[src/rtl/lsu.sv]
// rtl/lsu.sv - load/store unit: one request at a time, byte-lane store masks, load extension
// Converts byte/half/word accesses into word-aligned transactions with a configurable access delay.
module lsu #(
  parameter int DATA_WIDTH = 32,
  parameter int MEM_DELAY  = 1
) (
  input  logic                  clk,
  input  logic                  rst,
  input  logic                  in_valid,
  output logic                  in_ready,
  input  logic [DATA_WIDTH-1:0] in_addr,
  input  logic [DATA_WIDTH-1:0] in_wdata,
  input  logic                  in_wen,
  input  logic                  in_ren,
  input  logic [1:0]            in_size,
  input  logic                  in_unsigned,
  input  logic [4:0]            in_rd,
  output logic                  out_valid,
  input  logic                  out_ready,
  output logic [DATA_WIDTH-1:0] out_rdata,
  output logic [4:0]            out_rd,
  output logic                  out_misalign,
  output logic                  mem_valid,
  output logic [DATA_WIDTH-1:0] mem_raddr,
  output logic [DATA_WIDTH-1:0] mem_waddr,
  output logic [DATA_WIDTH-1:0] mem_wdata,
  output logic                  mem_wen,
  output logic [7:0]            mem_wmask,
  input  logic [DATA_WIDTH-1:0] mem_rdata
);

  localparam int CW = $clog2(MEM_DELAY) + 1;

  typedef enum logic [1:0] {S_IDLE, S_ACCESS, S_RESP} state_e;

  state_e                  state_q, state_d;
  logic [CW-1:0]           cnt_q, cnt_d;
  logic [DATA_WIDTH-1:0]   addr_q, addr_d;
  logic [DATA_WIDTH-1:0]   wdata_q, wdata_d;
  logic [DATA_WIDTH-1:0]   rdata_q, rdata_d;
  logic                    wen_q, wen_d;
  logic                    ren_q, ren_d;
  logic                    uns_q, uns_d;
  logic                    mis_q, mis_d;
  logic [1:0]              size_q, size_d;
  logic [4:0]              rd_q, rd_d;
  logic [7:0]              mask_q, mask_d;

  logic                    in_mis;
  logic [7:0]              in_mask;
  logic [DATA_WIDTH-1:0]   lane_word;
  logic [DATA_WIDTH-1:0]   load_ext;

  // Sizes 2 and 3 are both word accesses, so size[1] selects word alignment.
  assign in_mis = (in_ren | in_wen) &&
                  (((in_size == 2'd1) && in_addr[0]) || (in_size[1] && (in_addr[1:0] != 2'b00)));

  always_comb begin
    in_mask = 8'h0F;
    case (in_size)
      2'd0:    in_mask = 8'h01;
      2'd1:    in_mask = 8'h03;
      default: in_mask = 8'h0F;
    endcase
    in_mask = in_mask << in_addr[1:0];
  end

  assign lane_word = mem_rdata >> {addr_q[1:0], 3'b000};

  always_comb begin
    load_ext = lane_word;
    case (size_q)
      2'd0:    load_ext = {{(DATA_WIDTH-8){lane_word[7] & ~uns_q}}, lane_word[7:0]};
      2'd1:    load_ext = {{(DATA_WIDTH-16){lane_word[15] & ~uns_q}}, lane_word[15:0]};
      default: load_ext = lane_word;
    endcase
  end

  always_comb begin
    state_d = state_q;
    cnt_d   = cnt_q;
    addr_d  = addr_q;
    wdata_d = wdata_q;
    rdata_d = rdata_q;
    wen_d   = wen_q;
    ren_d   = ren_q;
    uns_d   = uns_q;
    mis_d   = mis_q;
    size_d  = size_q;
    rd_d    = rd_q;
    mask_d  = mask_q;
    case (state_q)
      S_IDLE: begin
        if (in_valid) begin
          addr_d  = in_addr;
          wdata_d = in_wdata;
          wen_d   = in_wen;
          ren_d   = in_ren;
          uns_d   = in_unsigned;
          size_d  = in_size;
          rd_d    = in_rd;
          mis_d   = in_mis;
          rdata_d = '0;
          mask_d  = (in_wen && !in_mis) ? in_mask : 8'h00;
          if (in_mis || !(in_ren || in_wen)) begin
            state_d = S_RESP;
          end else begin
            state_d = S_ACCESS;
            cnt_d   = CW'(MEM_DELAY - 1);
          end
        end
      end
      S_ACCESS: begin
        if (cnt_q == '0) begin
          state_d = S_RESP;
          // A combined store+load is treated as a store only.
          if (ren_q && !wen_q) rdata_d = load_ext;
        end else begin
          cnt_d = cnt_q - 1'b1;
        end
      end
      S_RESP: begin
        if (out_ready) state_d = S_IDLE;
      end
      default: state_d = S_IDLE;
    endcase
  end

  always_ff @(posedge clk) begin
    if (rst) begin
      state_q <= S_IDLE;
      cnt_q   <= '0;
      addr_q  <= '0;
      wdata_q <= '0;
      rdata_q <= '0;
      wen_q   <= 1'b0;
      ren_q   <= 1'b0;
      uns_q   <= 1'b0;
      mis_q   <= 1'b0;
      size_q  <= 2'd0;
      rd_q    <= 5'd0;
      mask_q  <= 8'h00;
    end else begin
      state_q <= state_d;
      cnt_q   <= cnt_d;
      addr_q  <= addr_d;
      wdata_q <= wdata_d;
      rdata_q <= rdata_d;
      wen_q   <= wen_d;
      ren_q   <= ren_d;
      uns_q   <= uns_d;
      mis_q   <= mis_d;
      size_q  <= size_d;
      rd_q    <= rd_d;
      mask_q  <= mask_d;
    end
  end

  assign in_ready     = (state_q == S_IDLE) && !rst;
  assign out_valid    = (state_q == S_RESP);
  assign out_rdata    = rdata_q;
  assign out_rd       = rd_q;
  assign out_misalign = mis_q;
  assign mem_valid    = (state_q == S_ACCESS);
  // The counter sits at its load value only during the first access cycle: one write per store.
  assign mem_wen      = (state_q == S_ACCESS) && wen_q && (cnt_q == CW'(MEM_DELAY - 1));
  assign mem_raddr    = {addr_q[DATA_WIDTH-1:2], 2'b00};
  assign mem_waddr    = {addr_q[DATA_WIDTH-1:2], 2'b00};
  assign mem_wdata    = wdata_q << {addr_q[1:0], 3'b000};
  assign mem_wmask    = mask_q;

endmodule
[config.mk]
export PLATFORM = sky130hd
export DESIGN_NAME = lsu
export DESIGN_NICKNAME = d
export VERILOG_FILES = /design/src/rtl/lsu.sv
export SDC_FILE = /design/constraint.sdc
export NUM_CORES = 1
export LEC_CHECK = 0
export CORE_MARGIN = 3
export CORE_UTILIZATION = 42
export CTS_CLUSTER_DIAMETER = 40
export CTS_CLUSTER_SIZE = 40
export DETAILED_ROUTE_END_ITERATION = 8
export GPL_TIMING_DRIVEN = 0
export PLACE_DENSITY = 0.86
export SLEW_MARGIN = 20
export SYNTH_ARGS = -nofsm -noshare
export SYNTH_HDL_FRONTEND = slang
export SYNTH_SLANG_ARGS = --single-unit
[constraint.sdc]
create_clock -name clk -period 2.45 [get_ports clk]
set_input_delay 0.6125 -clock clk [delete_from_list [all_inputs] [get_ports clk]]
set_output_delay 0.6125 -clock clk [all_outputs]
set_load 0.1 [all_outputs]
# Word-level counts from Yosys, hierarchy flattened
# Index checks and enable logic that the tools add are counted.
dict set report totals {
  ff_bits 118
  latch_bits 0
  ram_bits 0
  rom_bits 0
  output_inout_bits 146
  wordCells 70
  inputBits 110
  mem_count 0
}
dict set report classes {
  add_sub_neg 1
  n_div 0
  n_bitwise 5
  mux 16
  reduce_logical 24
  eq_ne 9
  n_mul 0
  order_cmp 0
  n_shift 3
}
# operator n
set op_table {}
lappend op_table {{32-bit case mux with 2 select lines} 2}
lappend op_table {{32-bit 2-to-1 mux} 3}
lappend op_table {{32-bit by 5-bit left shift with 32-bit output} 1}
lappend op_table {{32-bit by 5-bit right shift with 32-bit output} 1}
lappend op_table {{1-bit logical AND} 8}
lappend op_table {{2-bit 2-to-1 mux} 4}
lappend op_table {{8-bit 2-to-1 mux} 1}
lappend op_table {{4-bit case mux with 2 select lines} 1}
lappend op_table {{8-bit by 2-bit left shift with 8-bit output} 1}
lappend op_table {{2-bit by 1-bit == test with 1-bit output, second input constant} 3}
lappend op_table {{2-bit zero test} 3}
lappend op_table {{2-bit inequality test, second input constant} 3}
lappend op_table {{2-bit case mux with 3 select lines} 1}
lappend op_table {{3-bit AND reduction} 2}
lappend op_table {{1-bit zero test} 4}
lappend op_table {{2-bit by 1-bit inequality test with 1-bit output, second input constant} 2}
lappend op_table {{4-bit AND reduction} 1}
lappend op_table {{2-bit nonzero test} 2}
lappend op_table {{1-bit logical OR} 3}
lappend op_table {{1-bit 2-to-1 mux} 3}
lappend op_table {{1-bit bitwise AND} 2}
lappend op_table {{2-bit == test, second input constant} 1}
lappend op_table {{1-bit inverter} 2}
lappend op_table {{1-bit case mux with 2 select lines} 1}
lappend op_table {{3 further kinds} 3}

# Longest topological paths before layout
# Gate-level depths: netlist (run 1).
dict set report depth {
  ltp_word 8
  ltp_mapped 7
}

# Worst setup path after synthesis (run 1)
# Ideal clock, no wire load.
dict set report synth_path {
  path_kind {register to output}
  startpoint {register addr_q[1]}
  endpoint {output port mem_wdata[18]}
  path_slack_ns -1.286
  t_arrival_ns 3.124
  path_buffers 3
  stages_incl_launch_ff 6
  path_cell_list {dfxtp_1 > buf_2 > buf_4 > buf_2 > mux2i_1 > o21ai_0}
}
dict set report synth_between {
  elab_chain_len 1
}
# item line_no
set synth_rtl {}
lappend synth_rtl {{from (decl)} 38} ;# logic [DATA_WIDTH-1:0] addr_q, addr_d;
lappend synth_rtl {{from (signal assigned)} 146} ;# addr_q <= addr_d;
lappend synth_rtl {{32-bit by 5-bit left shift with 32-bit output} 169} ;# assign mem_wdata = wdata_q << {addr_q[1:0], 3'b000};
lappend synth_rtl {{to (decl)} 26} ;# output logic [DATA_WIDTH-1:0] mem_wdata,
# No other way between the ends.

# Final worst setup path (run 1)
dict set report layout_path {
  startpoint {register addr_q[1]}
  endpoint {output port mem_wdata[27]}
}
# The elaborated chain is that of the path after synthesis.

==> results of run 1 <==
[kinds of logic (layout without fill, tap and decap cells)]
family | count (synthesis) | count (layout)
compound gates | 158 | 158
xor+xnor | 2 | 2
simple gates | 254 | 254
mux | 41 | 41
other cells | 1 | 5
buf+inv | 119 | 411
flops | 116 | 116
[power by group through the flow]
stage / combinational [uW] / clock (uW) / sequential, uW
after floorplan: 1500 / 0 / 2160
after global placement: 2140 / 0 / 2090
after detailed placement: 2160 / 0 / 2090
after CTS: 2200 / 2350 / 2060
after global routing: 2350 / 2450 / 2080
final: 2270 / 2330 / 2070
[timing repair]
item | CTS | global route
resized for setup | 385 | 33
gates cloned | 0 | 1
setup buffers | 3 | 9
pin swaps | 2 | 2
setup endpoints to repair | 141 | 32
[metal layers]
metal,track usage (%),wire (um),vias to the layer above
met1,31.0,7970,2844
met5,0,0,-
met4,11.5,767,0
met3,6.82,1630,56
met2,43.4,10100,285
li1,-,-,2846
[critical path, stage by stage, from the launching register on]
cell,delay (ns)
dfxtp_2,0.31
buf_6,0.12
buf_12,0.13
buf_12,0.14
mux2i_4,0.20
buf_6,0.14
a21oi_4,0.19
buf_12,0.20
[cells in the mapped netlist, types with 2 or more instances]
library cell	count	area share, %
mux2i_1	25	4.4
mux4_2	8	3.2
nand2_1	177	12
a211oi_1	9	1.2
mux2_2	2	0.40
buf_4	67	8.8
o2bb2ai_1	8	1.2
mux2_1	6	1.2
nor2_1	24	1.6
a22oi_1	25	3.3
buf_1	2	0.13
nor3_1	13	1.1
and4bb_1	2	0.44
nor2b_1	13	1.4
o21ai_0	10	0.88
clkbuf_1	27	1.8
buf_6	5	0.99
dfxtp_1	116	41
and2_1	13	1.4
a21oi_1	101	8.9
buf_2	18	1.6
[per-stage QoR]
| stage | hold WS, ns | utilization (%) |
|---|---|---|
| 6_report | 0.451 | 73.5 |
| 5_1_grt | 0.467 | 73.5 |
| 4_1_cts | 0.454 | 71.9 |
| 3_5_place_dp | 0.442 | 66.6 |
| 3_3_place_gp | 0.439 | 66.6 |
| 2_1_floorplan | 0.432 | - |
[sequential cells by signal (all words and copies together) (netlist names)]
signal	cells
mem_wmask	7
wdata_q	32
ren_q	1
uns_q	1
state_q	2
out_rdata	32
wen_q	1
out_rd	5
out_misalign	1
addr_q	32
size_q	2
[layout by cell type, fill, tap and decap left out, types with 7 or more instances in the layout]
| cell | Yosys | layout |
|---|---|---|
| a21oi_4 | 0 | 8 |
| nor2_1 | 24 | 18 |
| and2_1 | 13 | 12 |
| dlygate4sd2_1 | 0 | 105 |
| nand2_1 | 177 | 177 |
| buf_12 | 0 | 12 |
| dfxtp_1 | 116 | 115 |
| a22oi_1 | 25 | 25 |
| buf_2 | 18 | 13 |
| a21oi_1 | 101 | 93 |
| clkbuf_1 | 27 | 30 |
| clkbuf_16 | 0 | 20 |
| clkbuf_4 | 0 | 7 |
| buf_4 | 67 | 85 |
| mux2i_4 | 0 | 7 |
| clkdlybuf4s50_1 | 0 | 109 |
| nor2b_1 | 13 | 10 |
| mux4_2 | 8 | 8 |
| o2bb2ai_1 | 8 | 8 |
| buf_6 | 5 | 16 |
| nor3_1 | 13 | 12 |
| mux2i_1 | 25 | 14 |
[area by class of cell]
class / count / area [sq um] / share of cell area (%)
clock inverter: 6 / 80.1 / 0.842
clock buffer: 24 / 462 / 4.86
buffer: 118 / 898 / 9.45
tap: 172 / 215 / 2.26
multi-input combinational: 460 / 2990 / 31.4
sequential: 116 / 2320 / 24.4
timing repair buffer: 263 / 2540 / 26.7
[worst paths after layout]
path | startpoint | end | slack, ns | depth (start not counted)
setup / recovery | addr_q[1]$_SDFFE_PP0P_ | mem_wdata[27] | -0.004 | 7
setup reg to reg | state_q[0]$_SDFFE_PP0P_ | addr_q[27]$_SDFFE_PP0P_ | 0.53 | 6
hold reg to reg | out_rd[3]$_SDFFE_PP0P_ | out_rd[3]$_SDFFE_PP0P_ | 0.45 | 2
hold / removal | out_rd[3]$_SDFFE_PP0P_ | out_rd[3]$_SDFFE_PP0P_ | 0.45 | 2
==> impl_metrics.ini, run 1 <==
[cells_and_area]
diodes = 0
instances_no_fill = 1159
drive_gt1_share_pct = 23.4
fillers = 1052
finalInstanceArea_sq_um = 9510
area_growth_pct = 67.0
fin_nets = 1086

[floorplan]
dieHeight_um = 122
rows = 41
start_util_pct = 44.0
pin_count = 256
die_area_sq_um = 15000
dieWidth_um = 122
core_sq_um = 12900

[synth]
netlist_instances = 691
synth_area_sq_um = 5690
yosys_warnings = 0
muxShareOfSynthArea_pct = 9.14
ys.flop_type = dfxtp_1
synth_compound_area_share_pct = 16.4
netlist-cell-type-count = 41
async_flop_share_pct = 0
ys_seq_area_share_pct = 40.8
avgSynthCellArea_sq_um = 8.24
yosys.area_share.adder_pct = 0
ys_seq_elements = 116
yosys.area_share.simple_pct = 20.0
synth_edf_count = 0
synth-xor-area-share_pct = 0.308
synth_top_family_by_area = simple AND/OR/NAND/NOR gates

[drt]
dr.pass1.iters = 6
vias = 6031
vias_per_cell = 5.20
drc = 0
drt_wl_total_um = 20400
ant_nets = 0
drtIter0Drc = 420
wl_per_cell_um = 17.6

[global_routing]
gr-usage-all-layers_pct = 25.8
first_global_vias = 5823
grt_max_degree = 18
grt_pass1_wl_um = 29900
overflow = 0
antenna_found_initial = 0

[clocking]
cts_tree = done
cts_made_buffers = 17
cts.sinks = 116
h-tree-depth = 4
clock_latency_ns = 0.41
hold_buffers = 0
clock_path_buffers = 2
clkTransAtPathRegs_ns = 0.05
clockRootBuffer = clkbuf_16

[timing]
worstMarginPinSlew_ns = 1.02
skew_ns = 0.00632
finalMaxSlewViolations = 0
setup_viol = 1
tns_ns = -0.00437
fmax_ghz = 0.407
setup_slack_ns = -0.00437
final_hold_viol_count = 0
slew_headroom_pct = 32.1
rsz0062_at_grt = yes
post-route-period-util_pct = 100
fin_crit_ns = 2.45

[place]
pre_cts_ws_ns = -0.987
post-dp-hpwl_um = 14500
placed_area_sq_um = 8600
port_buffers = 250
dp.cells = 1117
gp_congestion = 0.860

[power_and_ir_drop]
seqPwrFrac_pct = 31.1
p_sw_uw = 2460
p_int_uw = 4200
p_leak_uw = 0.00425
p_total_uw = 6660
swShare_pct = 37.0
cellPowerDensity_nw_per_um2 = 701
ir_drop_v = 0.000510
combPwrFrac_pct = 34.0
p_clk_share_pct = 34.9

[worst_setup_path]
critical_path_required_ns = 1.84
crit_arrival_ns = 1.84
cp-start-kind = flip-flop
crit_fanout = 7
worst_setup_path_end_kind = output pin
critPathKind = flip-flop to output pin

[status]
status = complete, but fails checks
violations = negative setup slack

[run]
cap_violations = 0

[min_path]
hold_class = flip-flop to flip-flop
No activity file was read; power rests on OpenSTA's default activity.
==> inputs of run 2 (changes only) <==
--- a/config.mk
+++ b/config.mk
@@ -11,7 +11,7 @@
 export CTS_CLUSTER_SIZE = 40
 export DETAILED_ROUTE_END_ITERATION = 8
 export GPL_TIMING_DRIVEN = 0
-export PLACE_DENSITY = 0.86
+export PLACE_DENSITY = 0.82
 export SLEW_MARGIN = 20
 export SYNTH_ARGS = -nofsm -noshare
 export SYNTH_HDL_FRONTEND = slang
==> impl_metrics.ini, run 2 (same netlist as run 1, synthesis figures left out) <==
[place]
gp_congestion = 0.841
dp.cells = 1117
placed_area_sq_um = 8600
post-dp-hpwl_um = 14100
port_buffers = 250
pre_cts_ws_ns = -0.988

[clocking]
clock_path_buffers = 2
cts_tree = done
clkTransAtPathRegs_ns = 0.05
clockRootBuffer = clkbuf_16
h-tree-depth = 4
hold_buffers = 0
cts_made_buffers = 17
cts.sinks = 116
clock_latency_ns = 0.41

[floorplan]
core_sq_um = 12900
rows = 41
pin_count = 256
dieWidth_um = 122
die_area_sq_um = 15000
start_util_pct = 44.0
dieHeight_um = 122

[worst_setup_path]
cp-start-kind = flip-flop
crit_fanout = 10
critical_path_required_ns = 1.84
r2r_slack_ns = 0.53
critPathKind = flip-flop to output pin
critPathLaunch = addr_q[1]$_SDFFE_PP0P_
crit_arrival_ns = 1.81
worst_setup_path_end_kind = output pin
r2r-start = state_q[0]$_SDFFE_PP0P_

[global_routing]
use_met3_pct = 8.11
antenna_found_initial = 0
grt.met2_usage_pct = 41.7
overflow = 0
grt_max_degree = 18
grt_pass1_wl_um = 29500
gr-usage-all-layers_pct = 25.5
grt.met1_usage_pct = 31.1
first_global_vias = 5624
busiest_layer = met2

[drt]
vias_per_cell = 5.01
drt_wl_total_um = 19200
ant_nets = 0
dr.pass1.iters = 5
vias = 5756
drc = 0
wl_per_cell_um = 16.7
drtIter0Drc = 274

[timing]
setup_viol = 0
setup_slack_ns = 0.0269
skew_ns = 0.00459
worstMarginPinSlew_ns = 1.05
rsz0062_at_grt = yes
fin_crit_ns = 2.42
slew_headroom_pct = 30.6
fmax_ghz = 0.413
post-route-period-util_pct = 98.9
final_hold_viol_count = 0
hold-worst-slack_ns = 0.451
finalMaxSlewViolations = 0

[power_and_ir_drop]
cellPowerDensity_nw_per_um2 = 712
p_leak_uw = 0.00420
ir_drop_v = 0.000563

[cells_and_area]
fin_util_pct = 72.6
instances_no_fill = 1150
drive_gt1_share_pct = 22.4
layout_commonest_cell = nand2_1
final_cell_mix = nand2_1 (177), dfxtp_1 (116), clkdlybuf4s50_1 (109)
diodes = 0
finalInstanceArea_sq_um = 9380
area_growth_pct = 64.7
fin_nets = 1078
fillers = 1032

[run]
cap_violations = 0

[min_path]
holdCritStartpoint = mem_wmask[4]$_SDFFE_PP0P_
hold_class = flip-flop to flip-flop

[status]
status = finished, final reports clean
## run 2: cell count changes in the layout (fill, tap and decap cells not counted), sizes merged
cell,change
clkinvlp,+1
clkinv,-3
clkbuf,+1
buf,-8
## run 2: through the flow
step           power (uW)  TNS (ns)
2_1_floorplan        3650     -2.36
6_report             6680         0
4_1_cts              6690   -0.0153
3_3_place_gp         4230    -27.61
5_1_grt              6900    -0.200
3_5_place_dp         4250    -30.26
## run 2: metal layers
layer	part of all wire, %	routed length, um
met1	40	7710
met2	50	9520
met3	7.7	1470
met4	2.7	519
met5	0	0
## run 2: power by group
part / switching [uW] / leakage [uW] / total [uW] / internal [uW]
clock network: 812 / 0.000275 / 2400 / 1580
registers: 81.1 / 0.000947 / 2070 / 1980
logic: 1530 / 0.00297 / 2210 / 684
total: 2420 / 0.00420 / 6680 / 4250
## run 2: path summary, 6_finish.rpt
| path | to | cells past startpoint |
|---|---|---|
| max | mem_wdata[24] | 7 |
| max reg2reg | out_rd[2]$_SDFFE_PP0P_ | 6 |
| min reg2reg | mem_wmask[4]$_SDFFE_PP0P_ | 1 |
| min | mem_wmask[4]$_SDFFE_PP0P_ | 1 |
## run 2: cell type report
cell class / count / area [sq um] / share of cell area (%)
Buffer: 118 / 888 / 9.47
Clock buffer: 25 / 495 / 5.28
Clock inverter: 4 / 72.6 / 0.774
Sequential cell: 116 / 2320 / 24.8
Tap cell: 172 / 215 / 2.29
Timing Repair Buffer: 255 / 2450 / 26.1
Multi-Input combinational cell: 460 / 2940 / 31.3
## run 2: worst max-delay path, stage by stage (launching register included)
cell	delay, ns
dfxtp_1	0.33
buf_6	0.13
buf_12	0.11
buf_12	0.15
buf_4	0.23
a211oi_4	0.09
a21oi_4	0.15
buf_8	0.21
## run 2: repair_timing
| action | in CTS | in global routing |
|---|---|---|
| setup endpoints to repair | 141 | 31 |
| resized for setup | 390 | 12 |
| pin swaps | 2 | 2 |
| setup buffers | 2 | 3 |
| hold endpoints to repair | 0 | 0 |
